File: src/rtl/zero_skip_packer_if.sv
// Stream-in / BRAM-write-out bundle for the zero-skip packer.
// The packer is the slave on the stream side and drives the BRAM write port.
interface zero_skip_packer_if #(
    parameter int DATA_WIDTH      = 32,
    parameter int BRAM_ADDR_WIDTH = 15,
    parameter int BRAM_DATA_WIDTH = 32
);
    logic [DATA_WIDTH-1:0]      s_data;
    logic                       s_valid;
    logic                       s_ready;
    logic [BRAM_ADDR_WIDTH-1:0] bram_addr;
    logic [BRAM_DATA_WIDTH-1:0] bram_wrdata;
    logic [DATA_WIDTH/8-1:0]    bram_we;

    modport master (
        output s_data, s_valid,
        input  s_ready, bram_addr, bram_wrdata, bram_we
    );

    modport slave (
        input  s_data, s_valid,
        output s_ready, bram_addr, bram_wrdata, bram_we
    );
endinterface

File: src/rtl/zero_skip_packer.sv
// Packs a dense 8x8 A (nonzeros, 4 slots/row) + dense 8x8 B + 64-bit nonzero mask into BRAM.
// Define ZSP_ZERO_FILL_EN to explicitly zero unused A slots through the FILL state.
module zero_skip_packer #(
    parameter int DATA_WIDTH       = 32,
    parameter int BRAM_ADDR_WIDTH  = 15,
    parameter int BRAM_DATA_WIDTH  = 32,
    parameter int LINE_SIZE        = 8,
    parameter int DONE_STATE_CYCLE = 5
) (
    input  logic                 clk,
    input  logic                 resetn,
    input  logic                 start,
    zero_skip_packer_if.slave    bus,
    output logic                 done,
    output logic                 overflow
);
    localparam int SLOTS      = LINE_SIZE / 2;
    localparam int RW         = $clog2(LINE_SIZE);
    localparam int SW         = $clog2(SLOTS + 1);
    localparam int A_WORDS    = LINE_SIZE * SLOTS;
    localparam int B_WORDS    = LINE_SIZE * LINE_SIZE;
    localparam int MASK_BASE  = A_WORDS + B_WORDS;
    localparam int WW         = $clog2(MASK_BASE + 2);
    localparam int BW         = $clog2(B_WORDS);
    localparam int BYTE_SHIFT = $clog2(DATA_WIDTH / 8);
    localparam int DCW        = $clog2(DONE_STATE_CYCLE + 1);

    typedef enum logic [2:0] {
        ST_IDLE,
        ST_LOADA,
`ifdef ZSP_ZERO_FILL_EN
        ST_FILL,
`endif
        ST_LOADB,
        ST_MASK0,
        ST_MASK1,
        ST_DONE
    } state_t;

    state_t                      state_reg, state_next;
    logic [RW-1:0]               row_reg, row_next;
    logic [RW-1:0]               col_reg, col_next;
    logic [SW-1:0]               slot_reg, slot_next, slot_after;
    logic [BW-1:0]               bidx_reg, bidx_next;
    logic [B_WORDS-1:0]          mask_reg, mask_next;
    logic                        ovf_reg, ovf_next;
    logic [BRAM_ADDR_WIDTH-1:0]  addr_reg, addr_next;
    logic [BRAM_DATA_WIDTH-1:0]  wrdata_reg, wrdata_next;
    logic [DATA_WIDTH/8-1:0]     we_reg, we_next;
    logic [DCW-1:0]              dcnt_reg, dcnt_next;
    logic                        accept;
    logic [WW-1:0]               a_word;

    function automatic logic [BRAM_ADDR_WIDTH-1:0] word_addr(input logic [WW-1:0] w);
        return BRAM_ADDR_WIDTH'(w) << BYTE_SHIFT;
    endfunction

    assign bus.s_ready    = (state_reg == ST_LOADA) || (state_reg == ST_LOADB);
    assign bus.bram_addr   = addr_reg;
    assign bus.bram_wrdata = wrdata_reg;
    assign bus.bram_we     = we_reg;
    assign done            = (state_reg == ST_DONE);
    assign overflow        = ovf_reg;
    assign accept          = bus.s_valid && bus.s_ready;
    assign a_word          = WW'(row_reg) * WW'(SLOTS) + WW'(slot_reg);

    always_ff @(posedge clk or negedge resetn) begin
        if (!resetn) begin
            state_reg  <= ST_IDLE;
            row_reg    <= '0;
            col_reg    <= '0;
            slot_reg   <= '0;
            bidx_reg   <= '0;
            mask_reg   <= '0;
            ovf_reg    <= 1'b0;
            addr_reg   <= '0;
            wrdata_reg <= '0;
            we_reg     <= '0;
            dcnt_reg   <= '0;
        end else begin
            state_reg  <= state_next;
            row_reg    <= row_next;
            col_reg    <= col_next;
            slot_reg   <= slot_next;
            bidx_reg   <= bidx_next;
            mask_reg   <= mask_next;
            ovf_reg    <= ovf_next;
            addr_reg   <= addr_next;
            wrdata_reg <= wrdata_next;
            we_reg     <= we_next;
            dcnt_reg   <= dcnt_next;
        end
    end

    always_comb begin
        state_next  = state_reg;
        row_next    = row_reg;
        col_next    = col_reg;
        slot_next   = slot_reg;
        slot_after  = slot_reg;
        bidx_next   = bidx_reg;
        mask_next   = mask_reg;
        ovf_next    = ovf_reg;
        addr_next   = addr_reg;
        wrdata_next = wrdata_reg;
        we_next     = '0;
        dcnt_next   = dcnt_reg;

        case (state_reg)
            ST_IDLE: begin
                if (start) begin
                    state_next = ST_LOADA;
                    row_next   = '0;
                    col_next   = '0;
                    slot_next  = '0;
                    bidx_next  = '0;
                    mask_next  = '0;
                    ovf_next   = 1'b0;
                end
            end
            ST_LOADA: begin
                if (accept) begin
                    // Any set bit counts as nonzero, including a lone sign bit.
                    if (bus.s_data != '0) begin
                        if (slot_reg < SW'(SLOTS)) begin
                            we_next                     = '1;
                            addr_next                   = word_addr(a_word);
                            wrdata_next                 = BRAM_DATA_WIDTH'(bus.s_data);
                            mask_next[{row_reg, col_reg}] = 1'b1;
                            slot_after                  = slot_reg + 1'b1;
                        end else begin
                            ovf_next = 1'b1;
                        end
                    end
                    slot_next = slot_after;
                    col_next  = col_reg + 1'b1;
                    if (col_reg == RW'(LINE_SIZE - 1)) begin
                        slot_next = '0;
                        if (row_reg == RW'(LINE_SIZE - 1)) state_next = ST_LOADB;
                        else                               row_next   = row_reg + 1'b1;
`ifdef ZSP_ZERO_FILL_EN
                        // Row finished short: pad it before moving on.
                        if (slot_after < SW'(SLOTS)) begin
                            state_next = ST_FILL;
                            slot_next  = slot_after;
                            row_next   = row_reg;
                        end
`endif
                    end
                end
            end
`ifdef ZSP_ZERO_FILL_EN
            ST_FILL: begin
                we_next     = '1;
                addr_next   = word_addr(a_word);
                wrdata_next = '0;
                slot_next   = slot_reg + 1'b1;
                if (slot_reg == SW'(SLOTS - 1)) begin
                    slot_next = '0;
                    if (row_reg == RW'(LINE_SIZE - 1)) begin
                        state_next = ST_LOADB;
                    end else begin
                        state_next = ST_LOADA;
                        row_next   = row_reg + 1'b1;
                    end
                end
            end
`endif
            ST_LOADB: begin
                if (accept) begin
                    we_next     = '1;
                    addr_next   = word_addr(WW'(A_WORDS) + WW'(bidx_reg));
                    wrdata_next = BRAM_DATA_WIDTH'(bus.s_data);
                    bidx_next   = bidx_reg + 1'b1;
                    if (bidx_reg == BW'(B_WORDS - 1)) state_next = ST_MASK0;
                end
            end
            ST_MASK0: begin
                we_next     = '1;
                addr_next   = word_addr(WW'(MASK_BASE));
                wrdata_next = mask_reg[BRAM_DATA_WIDTH-1:0];
                state_next  = ST_MASK1;
            end
            ST_MASK1: begin
                we_next     = '1;
                addr_next   = word_addr(WW'(MASK_BASE + 1));
                wrdata_next = mask_reg[2*BRAM_DATA_WIDTH-1:BRAM_DATA_WIDTH];
                state_next  = ST_DONE;
                dcnt_next   = '0;
            end
            ST_DONE: begin
                dcnt_next = dcnt_reg + 1'b1;
                if (dcnt_reg == DCW'(DONE_STATE_CYCLE - 1)) state_next = ST_IDLE;
            end
            default: state_next = ST_IDLE;
        endcase
    end
endmodule
File: src/flat_wrapper.sv
// flat-port wrapper written by rule: the top's interface ports become plain ports
module zero_skip_packer_flat 
#(
    parameter int DATA_WIDTH       = 32,
    parameter int BRAM_ADDR_WIDTH  = 15,
    parameter int BRAM_DATA_WIDTH  = 32,
    parameter int LINE_SIZE        = 8,
    parameter int DONE_STATE_CYCLE = 5
)
  (clk, resetn, start, done, overflow, bus_s_data, bus_s_valid, bus_s_ready, bus_bram_addr, bus_bram_wrdata, bus_bram_we);
  zero_skip_packer_if #(.DATA_WIDTH(DATA_WIDTH), .BRAM_ADDR_WIDTH(BRAM_ADDR_WIDTH), .BRAM_DATA_WIDTH(BRAM_DATA_WIDTH)) bus_i ();
  input  logic clk;
  input  logic resetn;
  input  logic start;
  output logic done;
  output logic overflow;
  input wire logic [$bits(bus_i.s_data)-1:0] bus_s_data;
  input wire logic [$bits(bus_i.s_valid)-1:0] bus_s_valid;
  output wire logic [$bits(bus_i.s_ready)-1:0] bus_s_ready;
  output wire logic [$bits(bus_i.bram_addr)-1:0] bus_bram_addr;
  output wire logic [$bits(bus_i.bram_wrdata)-1:0] bus_bram_wrdata;
  output wire logic [$bits(bus_i.bram_we)-1:0] bus_bram_we;
  assign bus_i.s_data = bus_s_data;
  assign bus_i.s_valid = bus_s_valid;
  assign bus_s_ready = bus_i.s_ready;
  assign bus_bram_addr = bus_i.bram_addr;
  assign bus_bram_wrdata = bus_i.bram_wrdata;
  assign bus_bram_we = bus_i.bram_we;
  zero_skip_packer #(.DATA_WIDTH(DATA_WIDTH), .BRAM_ADDR_WIDTH(BRAM_ADDR_WIDTH), .BRAM_DATA_WIDTH(BRAM_DATA_WIDTH), .LINE_SIZE(LINE_SIZE), .DONE_STATE_CYCLE(DONE_STATE_CYCLE)) u_core (.clk(clk), .resetn(resetn), .start(start), .bus(bus_i), .done(done), .overflow(overflow));
endmodule
File: config.mk
export PLATFORM = sky130hd
export DESIGN_NAME = zero_skip_packer_flat
export DESIGN_NICKNAME = d
export VERILOG_FILES = /design/src/rtl/zero_skip_packer_if.sv /design/src/rtl/zero_skip_packer.sv /design/src/flat_wrapper.sv
export SDC_FILE = /design/constraint.sdc
export NUM_CORES = 1
export LEC_CHECK = 0
export BUFFER_PORTS_ARGS = -buffer_cell sky130_fd_sc_hd__buf_4
export CORE_ASPECT_RATIO = 0.8
export CORE_MARGIN = 4
export CORE_UTILIZATION = 50
export CTS_BUF_LIST = sky130_fd_sc_hd__clkbuf_8
export DETAILED_ROUTE_END_ITERATION = 6
export PLACE_DENSITY_LB_ADDON = 0.3
export SETUP_SLACK_MARGIN = 0.1
export SLEW_MARGIN = 20
export SYNTH_ARGS = -nofsm -noshare
export SYNTH_HDL_FRONTEND = slang
export SYNTH_SLANG_ARGS = --single-unit
File: constraint.sdc
create_clock -name clk -period 1.8 [get_ports clk]
set_clock_uncertainty 0.1 [all_clocks]
set_input_delay 0.36 -clock clk [delete_from_list [all_inputs] [get_ports clk]]
set_output_delay 0.36 -clock clk [all_outputs]
set_load 0.005 [all_outputs]
# After elaboration in Yosys (flattened, before gate mapping)
# Cells that the tools add are included.
# word_totals
ff_bits	137
# classes
eq_ne	22
bitwise	1
add_sub_neg	7
n_reduce_logical	18
muxes	51
order_cmp	3
# op_table
operator	count
64-bit two-way mux	4
32-bit two-way mux	4
32-bit case mux with 4 select lines	1
64-bit case mux with 2 select lines	1
64-bit OR	1
15-bit two-way mux	4
15-bit case mux with 4 select lines	1
3-bit two-way mux	16
32-bit nonzero test	1
5-bit AND reduction	5
3-bit case mux with 2 select lines	4
3-bit case mux with 6 select lines	1
4-bit two-way mux	4
2-bit != test, second input constant	8
3-bit == test, second input constant	5
3-bit by 1-bit adder with 3-bit output, second input constant	4
6-bit two-way mux	2
4-bit case mux with 3 select lines	1
6-bit case mux with 2 select lines	1
6-bit by 6-bit adder with 7-bit output, first input constant	1
6-bit by 7-bit < comparator with 1-bit output, second input constant	1
7-bit AND reduction	1
5-bit by 3-bit adder with 6-bit output	1
6-bit by 1-bit adder with 6-bit output, second input constant	1
17 further kinds	29

# Depth between registers and ports, before layout
# Gate-level depths: netlist (run 1).
# depth
depth_word	9
depth_mapped	8
mapped_depth_nobuf	6

# Worst setup path before layout (run 1)
# No wires, ideal clock.
# synth_timing
path_kind	input to register
from	input bus_s_data[2]
to	register u_core.addr_reg[2], in the netlist u_core.bus.bram_addr[2]
slack_ps	-131
setup_time_ps	125
required_ps	1575
cell_stages	7
arrival_time_ps	1706
path_cell_list	nor4_1 > nand4_1 > o21ai_4 > and2_1 > buf_6 > inv_4 > mux2_4
# synth_between
elab_chain_cells	3
# synth_rtl
item	line_no	source
start: declaration	flat_wrapper.sv:17	input wire logic [$bits(bus_i.s_data)-1:0] bus_s_data;
32-bit nonzero test	zero_skip_packer.sv:124	if (bus.s_data != '0) begin
2-bit != test (no line)	-	
5-bit AND reduction (no line)	-	
end signal: assignment	zero_skip_packer.sv:88	addr_reg <= addr_next;
end: declaration	zero_skip_packer.sv:47	logic [BRAM_ADDR_WIDTH-1:0] addr_reg, addr_next;
# Every way passes these cells.
# A chain may end at the register's enable or synchronous reset.

# Final worst setup path (run 1)
# layout_timing
from	register u_core.state_reg[1]
to	register u_core.mask_reg[15]
# layout_between
elab_chain_cells	5
word_cells_on_any_way	12
cone_classes	6 x eq/ne; 1 x mux; 5 x reduce/logical
# layout_rtl
item	line_no	source
start: declaration	zero_skip_packer.sv:40	state_t state_reg, state_next;
start signal: assignment	zero_skip_packer.sv:81	state_reg <= state_next;
3-bit by 1-bit == test with 1-bit output or 3-bit by 2-bit == test with 1-bit output (tied branches)	zero_skip_packer.sv:58, zero_skip_packer.sv:109	
1-bit logical OR	zero_skip_packer.sv:58	assign bus.s_ready = (state_reg == ST_LOADA) || (state_reg == ST_LOADB);
1-bit logical AND	zero_skip_packer.sv:64	assign accept = bus.s_valid && bus.s_ready;
2-bit by 1-bit != test with 1-bit output (no line)	-	
5-bit AND reduction (no line)	-	
end signal: assignment	zero_skip_packer.sv:86	mask_reg <= mask_next;
end: declaration	zero_skip_packer.sv:45	logic [B_WORDS-1:0] mask_reg, mask_next;
# Several ways; a longest one is shown, not always the timed one.

==> results.json, run 1 <==
{
  "start_util": 0.516,
  "synthTopCellsByArea": "dfrtp_1 (47%), nand2_1 (7.0%), o21ai_0 (6.9%)",
  "ys_types": 47,
  "wl_per_cell_um": 24.9,
  "core_sq_um": 13000,
  "setup-violations-final": 122,
  "switchingPower_mw": 3.97,
  "synthArstFlopShare": 1.00,
  "design.die.area_sq_um": 15300,
  "period_needed_ns": 2.12,
  "antenna_found_initial": 0,
  "synthFlopType": "dfrtp_1",
  "clock.fmax_ghz": 0.473,
  "finalMaxSlewViolations": 0,
  "syn_inst": 758,
  "endpoint_kind": "flop",
  "cts_tree": "built",
  "globalRouteOverflowTotal": 0,
  "track_usage": 0.328,
  "area_growth_pct": 48.7,
  "vdd_drop_max_uv": 674,
  "leakage_nw": 4.41,
  "die_w_um": 138,
  "timing_hold_violations_final": 0,
  "synth_edf_count": 0,
  "rsz0062_at_grt": "true",
  "hold_ws_ns": 0.156,
  "synth_top_area_share": 0.470,
  "total_power_mw": 10.6,
  "path_class": "reg2reg",
  "first_pass_iters": 6,
  "relSlewSlack": 0.594,
  "drtIter0Drc": 1139,
  "p_clk_frac": 0.218,
  "grt_pass1_vias": 7069,
  "grt_max_degree": 85,
  "routed_via_density": 6.79,
  "r2r_start": "u_core.state_reg[1]",
  "final_cell_area_sq_um": 9980,
  "status": "finished with violations",
  "ys_ff_latch": 126,
  "drcViolationCount": 0,
  "chipHeight_um": 112,
  "routed_wl_um": 27600,
  "clkSinkCount": 126,
  "tightest_slew_ns": 0.599,
  "cp.arrival_ns": 2.37,
  "min_period_over_period": 1.18,
  "grt_pass1_wl_um": 39000,
  "largest_reg_flops": 64,
  "cap_violations": 0,
  "port-buffer-count": 81,
  "synth_area_leader_cell": "dfrtp_1",
  "cp-start-kind": "flop",
  "violations": "setup timing",
  "p_sw_frac": 0.373,
  "path_max_fanout": 16,
  "clk_latency_ns": 0.48,
  "finalSetupTns_ns": -25.93,
  "synth_commonest_cells": "dfrtp_1 (126), nand2_1 (126), o21ai_0 (92), nand3_1 (50), o31ai_1 (49)",
  "ant_nets": 0,
  "clk_path_buf_depth": 2,
  "comb_power_share": 0.388,
  "reg2reg_setup_slack_ns": -0.32,
  "dpl_cell_area_sq_um": 8100,
  "cts_buffers": 17,
  "p_int_mw": 6.66,
  "htreeDepth": 4,
  "io_pins": 90,
  "p_per_area_nw_per_um2": 1060,
  "synth_area_per_cell_sq_um": 8.85,
  "seq_area_frac_synth": 0.470,
  "hold_path_class": "in2async",
  "num_rows": 37,
  "synth_warnings": 0,
  "clkTransAtPathRegs_ns": 0.08,
  "worst-endpoint-required_ns": 2.05,
  "drive_above_1_share": 0.414,
  "cts_root_buf": "clkbuf_8",
  "antenna_cells": 0,
  "dpl_worst_slack_ns": -0.366,
  "rr_worst_depth": 7,
  "dp_hpwl_um": 14600,
  "fin_ws_ns": -0.316,
  "routed-via-count": 7535,
  "syn_area_sq_um": 6710,
  "seqPwrFrac": 0.394,
  "n_fill_cell": 746,
  "gp_congestion": 0.921,
  "r2r_end": "u_core.mask_reg[15]",
  "nets": 970
}
## kinds of logic (layout without fill, tap and decap cells)
family                   after synthesis  count (layout)  synth area share
multiplexers                           7               7            0.0140
flip-flops                           126             126             0.470
AO/OA/AOI/OAI                        227             227             0.221
AND/OR/NAND/NOR                      297             298             0.212
buffers and inverters                 85             253            0.0580
XOR/XNOR                               5               5           0.00653
adder cells (fa/ha/maj)               10              10            0.0186
other                                  1               8          0.000559
## per-layer routing
layer / GRT usage / part of all wire / vias to the layer above / wire length [um]
li1: - / - / 3084 / -
met1: 0.433 / 0.36 / 3615 / 10000
met2: 0.514 / 0.46 / 644 / 12600
met3: 0.0786 / 0.12 / 192 / 3330
met4: 0.146 / 0.060 / 0 / 1650
met5: 0 / 0 / - / 0
## placed cells by master, fill, tap and decap left out, types with 5 or more instances in the layout
cell type / instances
o21ai_0: 39
nand3_1: 33
nand2_2: 13
buf_6: 18
o31ai_4: 5
nor2_1: 11
o31ai_2: 11
inv_1: 5
buf_16: 8
a22o_1: 5
o21ai_1: 29
o21ai_2: 24
o311ai_1: 15
nor3_1: 27
nand2_4: 8
o31ai_1: 33
buf_4: 165
mux2_4: 6
o22ai_1: 32
clkbuf_16: 7
clkbuf_8: 20
ha_1: 10
nand2_1: 104
nor3_2: 7
nand3_2: 13
conb_1: 8
nand2b_1: 5
o311ai_2: 12
buf_12: 17
dfrtp_1: 122
nor2b_1: 35
## layout make-up
type / instances / area, sq um / share of cell area
flip-flops and latches: 126 / 3160 / 0.317
repair buffers: 219 / 2250 / 0.225
inverters: 5 / 28.8 / 0.00288
multi-input cells: 555 / 3970 / 0.398
clock inverters: 9 / 72.6 / 0.00727
well taps: 175 / 219 / 0.0219
clock buffers: 20 / 275 / 0.0276
## timing repair
| action | in CTS | in global routing |
|---|---|---|
| gates resized for setup | 193 | 76 |
| gates cloned | 10 | 8 |
| endpoints found under the setup margin | 121 | 123 |
| pin swaps | 33 | 23 |
| setup buffers | 19 | 12 |
| hold buffers | 1 | 0 |
| hold endpoints to repair | 126 | 0 |
## per-stage QoR
step,instances,util
2_1_floorplan,765,-
3_3_place_gp,1032,0.623
3_5_place_dp,1032,0.623
4_1_cts,1091,0.724
5_1_grt,1109,0.767
6_report,1109,0.767
## worst max-delay path: stages (launching register included)
cell     delay, ns
dfrtp_1       0.41
buf_4         0.15
buf_4         0.15
or4b_4        0.64
buf_12        0.20
buf_16        0.15
nand2_1       0.10
o31ai_1       0.09
## worst max path at each step
stage | start | endpoint | slack, ns | cells after the start
floorplan | bus_s_data[24] | u_core.bus.bram_addr[2] | -0.12 | 7
global placement | u_core.state_reg[1] | u_core.bus.bram_wrdata[14] | -0.35 | 5
detailed placement | u_core.state_reg[1] | u_core.bus.bram_wrdata[14] | -0.37 | 5
CTS | u_core.state_reg[1] | bus_s_ready | -0.27 | 7
global route | u_core.state_reg[1] | u_core.mask_reg[14] | -0.35 | 8
finish | u_core.state_reg[1] | u_core.mask_reg[15] | -0.32 | 7
## power groups by stage
stage          clock network (mW)  registers, mW  logic (mW)
2_1_floorplan                   0           4.05        1.48
3_3_place_gp                    0           4.07        2.80
3_5_place_dp                    0           4.11        2.91
4_1_cts                      2.25           4.07        3.49
5_1_grt                      2.44           4.24        4.40
6_report                     2.32           4.19        4.12
(Power assumes the default switching activity.)
==> inputs of run 2 (changes only) <==
Settings changed: CORE_MARGIN 4 to default.
==> results.json, run 2 (same netlist as run 1, synthesis figures left out) <==
{
  "status": "finished with violations",
  "violations": "setup timing",
  "r2r_start": "u_core.state_reg[2]",
  "htreeDepth": 4,
  "p_per_area_nw_per_um2": 1110,
  "path_delay_family": "compound AO/OA/AOI/OAI gates",
  "setup-violations-final": 119,
  "min_period_over_period": 1.21,
  "cts_root_buf": "clkbuf_8",
  "start_util": 0.518,
  "clock.fmax_ghz": 0.458,
  "dp_hpwl_um": 14600,
  "dpl_worst_slack_ns": -0.426,
  "finalSetupTns_ns": -26.53,
  "globalRouteOverflowTotal": 0,
  "vdd_drop_max_uv": 1100,
  "max_stage_delay_ns": 0.47,
  "grt_max_degree": 72,
  "grt_pass1_wl_um": 34900,
  "path_cells": "buf_4 -> buf_12 -> nor3_1 -> o21ai_0 -> o311ai_2 -> o21ai_0",
  "timing_hold_violations_final": 0,
  "cp.buffers_inverters": 2,
  "path_class": "reg2reg",
  "routed-via-count": 8141,
  "cts_tree": "built",
  "drtIter0Drc": 1248,
  "chipHeight_um": 106,
  "gp_congestion": 0.910,
  "leakage_nw": 4.57,
  "routed_via_density": 7.33,
  "routed_wl_um": 32400,
  "cp.depth": 6,
  "grt_pass1_vias": 6424,
  "dpl_cell_area_sq_um": 8110,
  "clkSinkCount": 126,
  "core_sq_um": 13000,
  "largest_reg_flops": 64,
  "clkTransAtPathRegs_ns": 0.07,
  "reg2reg_setup_slack_ns": -0.38,
  "n_fill_cell": 570,
  "period_needed_ns": 2.18,
  "drive_above_1_share": 0.521,
  "slowest_stage": "dfrtp_4",
  "num_rows": 37,
  "worst-endpoint-required_ns": 2.10,
  "clk_path_buf_depth": 2,
  "cpMostUsedCell": "o21ai_0",
  "endpoint_kind": "flop",
  "drcViolationCount": 0,
  "area_growth_pct": 59.9,
  "rsz0062_at_grt": "true",
  "hold_path_class": "in2async",
  "finalMaxSlewViolations": 0,
  "die_w_um": 132,
  "track_usage": 0.327,
  "rr_worst_depth": 6,
  "path_max_fanout": 60,
  "antenna_found_initial": 0,
  "wl_per_cell_um": 29.1,
  "first_pass_iters": 7,
  "io_pins": 90,
  "ant_nets": 0,
  "port-buffer-count": 81,
  "design.die.area_sq_um": 13900,
  "antenna_cells": 0,
  "cp.arrival_ns": 2.48,
  "tightest_slew_ns": 0.699,
  "nets": 969,
  "clk_latency_ns": 0.49,
  "relSlewSlack": 0.527,
  "layout_common_cells": "buf_4 (157), dfrtp_1 (123), nand2_4 (46), nand2_1 (46), o21ai_0 (46)",
  "final_common_cell": "buf_4",
  "final_cell_area_sq_um": 10700,
  "r2r_end": "u_core.bus.bram_wrdata[16]",
  "cap_violations": 0,
  "cts_buffers": 17,
  "cp-start-kind": "flop",
  "fin_ws_ns": -0.384
}
==> run 2: cell count changes in the layout (fill, tap and decap cells not counted), sizes merged <==
cell      change
or2           -1
buf           -3
clkinvlp      -1
clkbuf        +1
inv           +1
or4b          +1
clkinv        +1
bufbuf        -1
bufinv        +4
==> run 2: how the worst max path moves through the flow <==
| stage | from | endpoint | slack [ns] |
|---|---|---|---|
| final | u_core.state_reg[2] | u_core.bus.bram_wrdata[16] | -0.38 |
| after global routing | bus_s_data[16] | u_core.mask_reg[57] | -0.40 |
| after CTS | u_core.state_reg[2] | bus_s_ready | -0.19 |
| after detailed placement | bus_s_data[20] | u_core.mask_reg[54] | -0.43 |
| after global placement | bus_s_data[20] | u_core.mask_reg[51] | -0.36 |
| after floorplan | bus_s_data[24] | u_core.bus.bram_addr[2] | -0.12 |
==> run 2: layout make-up <==
cell class | count | area [sq um] | share of cell area
multi-input combinational | 555 | 4660 | 0.434
sequential | 126 | 3160 | 0.294
timing repair buffer | 218 | 2200 | 0.205
clock buffer | 18 | 248 | 0.0231
tap | 175 | 219 | 0.0204
clock inverter | 14 | 215 | 0.0201
inverter | 5 | 28.8 | 0.00268
==> run 2: per-stage QoR <==
stage / cells / utilization / power, mW / hold WS (ns)
after global routing: 1111 / 0.828 / 12.2 / 0.173
after global placement: 1033 / 0.626 / 6.88 / 0.104
final: 1111 / 0.828 / 11.9 / 0.157
after detailed placement: 1033 / 0.626 / 7.04 / 0.105
after floorplan: 765 / - / 5.53 / -0.0356
after CTS: 1075 / 0.705 / 10.2 / 0.159
==> run 2: timing repair <==
item	in CTS	in global routing
gates resized for setup	134	279
endpoints found under the setup margin	121	122
setup buffers	6	19
pin swaps	23	63
hold endpoints to repair	126	0
hold buffers	1	0
gates cloned	3	17
==> run 2: power by group <==
part | leakage, nW | switching, mW | internal (mW)
logic | 2.70 | 2.61 | 2.06
clock network | 0.235 | 1.29 | 1.69
registers | 1.64 | 0.724 | 3.57
total | 4.57 | 4.63 | 7.31
==> run 2: worst reg2reg max path: stages, from the launching register on <==
cell and delay (ns):
dfrtp_4 0.47, buf_4 0.34, buf_12 0.30, nor3_1 0.15
o21ai_0 0.36, o311ai_2 0.22, o21ai_0 0.17
==> run 2: layer usage <==
| metal | track usage | vias to the layer above | wire [um] |
|---|---|---|---|
| li1 | - | 3094 | - |
| met4 | 0.120 | 0 | 3030 |
| met1 | 0.433 | 3810 | 10700 |
| met3 | 0.0861 | 366 | 4380 |
| met2 | 0.519 | 871 | 14200 |
| met5 | 0 | - | 0 |
==> inputs of run 3 (changes only) <==
Settings changed: ABC_CLOCK_PERIOD_IN_PS from default to 2700, HOLD_SLACK_MARGIN from default to 0.06.
Clock period 1.8 ns to 2.7 ns, I/O delays scaled along.
==> results.json, run 3 (same netlist as run 1, synthesis figures left out) <==
{
  "status": "finished, final reports clean",
  "max_stage_delay_ns": 0.45,
  "multiInputGateArea_sq_um": 3200,
  "tightest_slew_ns": 0.851,
  "comb_power_share": 0.272,
  "layout_common_cells": "nand2_1 (126), dfrtp_1 (124), buf_4 (100), o21ai_0 (92), nand3_1 (50)",
  "design.die.area_sq_um": 13900,
  "cap_violations": 0,
  "seqCellArea_sq_um": 3160,
  "timing_hold_violations_final": 0,
  "dpl_cell_area_sq_um": 7410,
  "finalSetupTns_ns": 0,
  "seqPwrFrac": 0.433,
  "start_util": 0.518,
  "wl_per_cell_um": 19.9,
  "setup-violations-final": 0,
  "htreeDepth": 4,
  "rsz0062_at_grt": "false",
  "n_fill_cell": 1080,
  "path_cells": "clkinv_2 -> buf_12 -> nand2_1 -> or2_2 -> nand2_1 -> buf_4",
  "globalRouteOverflowTotal": 0,
  "num_rows": 37,
  "cpMostUsedCell": "nand2_1",
  "final_common_cell": "nand2_1",
  "cp-start-kind": "flop",
  "first_pass_iters": 5,
  "final_cell_area_sq_um": 7930,
  "area_growth_pct": 18.2,
  "path_delay_family": "simple AND/OR/NAND/NOR gates",
  "p_per_area_nw_per_um2": 806,
  "period_needed_ns": 2.47,
  "worst-endpoint-required_ns": 2.06,
  "path_class": "reg2out",
  "relSlewSlack": 0.426,
  "leakage_nw": 3.45,
  "cts_tree": "built",
  "finalMaxSlewViolations": 0,
  "track_usage": 0.299,
  "p_clk_frac": 0.296,
  "clk_path_buf_depth": 2,
  "fin_ws_ns": 0.233,
  "largest_reg_flops": 64,
  "vdd_drop_max_uv": 480,
  "chipHeight_um": 106,
  "drive_above_1_share": 0.191,
  "grt_pass1_wl_um": 32100,
  "drtIter0Drc": 931,
  "routed_wl_um": 19900,
  "clk_latency_ns": 0.44,
  "routed_via_density": 6.32,
  "dpl_worst_slack_ns": 0.150,
  "drcViolationCount": 0,
  "cts_buffers": 17,
  "grt_pass1_vias": 5821,
  "routed-via-count": 6303,
  "endpoint_kind": "output port",
  "io_pins": 90,
  "path_max_fanout": 23,
  "die_w_um": 132,
  "antenna_found_initial": 0,
  "nets": 856,
  "clock.fmax_ghz": 0.405,
  "hold_path_class": "in2reg",
  "clkSinkCount": 126,
  "grt_max_degree": 65,
  "gp_congestion": 0.930,
  "port-buffer-count": 81,
  "clkTransAtPathRegs_ns": 0.08,
  "cp.arrival_ns": 1.83,
  "core_sq_um": 13000,
  "p_sw_frac": 0.325,
  "dp_hpwl_um": 14000,
  "cts_root_buf": "clkbuf_8",
  "antenna_cells": 0,
  "cp.buffers_inverters": 3,
  "min_period_over_period": 0.914,
  "switchingPower_mw": 2.08,
  "slowest_stage": "dfrtp_2",
  "ant_nets": 0,
  "p_int_mw": 4.32
}
[run 3: worst register-to-register path, stage by stage, from the launching register on]
cell       delay [ns]
dfrtp_1          0.55
buf_4            0.32
nand4bb_1        0.28
nor3_1           0.43
nand3_1          0.28
o31ai_1          0.32
[run 3: final timing paths]
| path | endpoint | start | slack (ns) | cells past startpoint |
|---|---|---|---|---|
| worst min register to register | u_core.mask_reg[26] | u_core.mask_reg[26] | 0.39 | 2 |
| worst max-delay path | bus_s_ready | u_core.state_reg[1] | 0.23 | 6 |
| worst min-delay path | u_core.state_reg[0] | start | 0.27 | 2 |
| min in group asynchronous | u_core.bus.bram_addr[2] | resetn | 0.60 | 2 |
| worst max register to register | u_core.mask_reg[44] | u_core.state_reg[0] | 0.30 | 5 |
| max in group asynchronous | u_core.mask_reg[32] | resetn | 1.20 | 3 |
[run 3: layout make-up]
type	count	share of cell area
clock buffer	18	0.0312
clock inverter	14	0.0271
inverter	5	0.00284
multi-input combinational	554	0.403
sequential	126	0.398
tap	175	0.0276
timing repair buffer	106	0.110
[run 3: repair_timing]
item | in CTS | in global routing
gates cloned | 1 | 0
setup buffers | 0 | 2
hold endpoints to repair | 24 | 0
hold buffers | 1 | 0
pin swaps | 0 | 0
endpoints found under the setup margin | 1 | 1
resized for setup | 2 | 0
[run 3: through the flow]
step,hold WS (ns),util,std cells,power [mW]
after global placement,0.365,0.572,962,4.42
after CTS,0.254,0.611,996,6.40
after global routing,0.255,0.612,998,6.75
after detailed placement,0.367,0.572,962,4.52
final,0.272,0.612,998,6.40
after floorplan,0.144,-,765,3.64
[run 3: layer usage]
layer	part of all wire	global-route usage	routed length (um)	up-vias
met5	0	0	0	-
met4	0.014	0.0789	279	0
met3	0.094	0.0760	1870	30
met2	0.44	0.445	8770	334
met1	0.45	0.432	8950	3079
li1	-	-	-	2860
[run 3: power groups by stage]
stage / Combinational (mW) / Clock, mW / Sequential [mW]
after floorplan: 0.940 / 0 / 2.70
after global placement: 1.67 / 0 / 2.75
after detailed placement: 1.74 / 0 / 2.78
after CTS: 1.74 / 1.90 / 2.75
after global routing: 1.94 / 1.99 / 2.83
final: 1.74 / 1.89 / 2.77
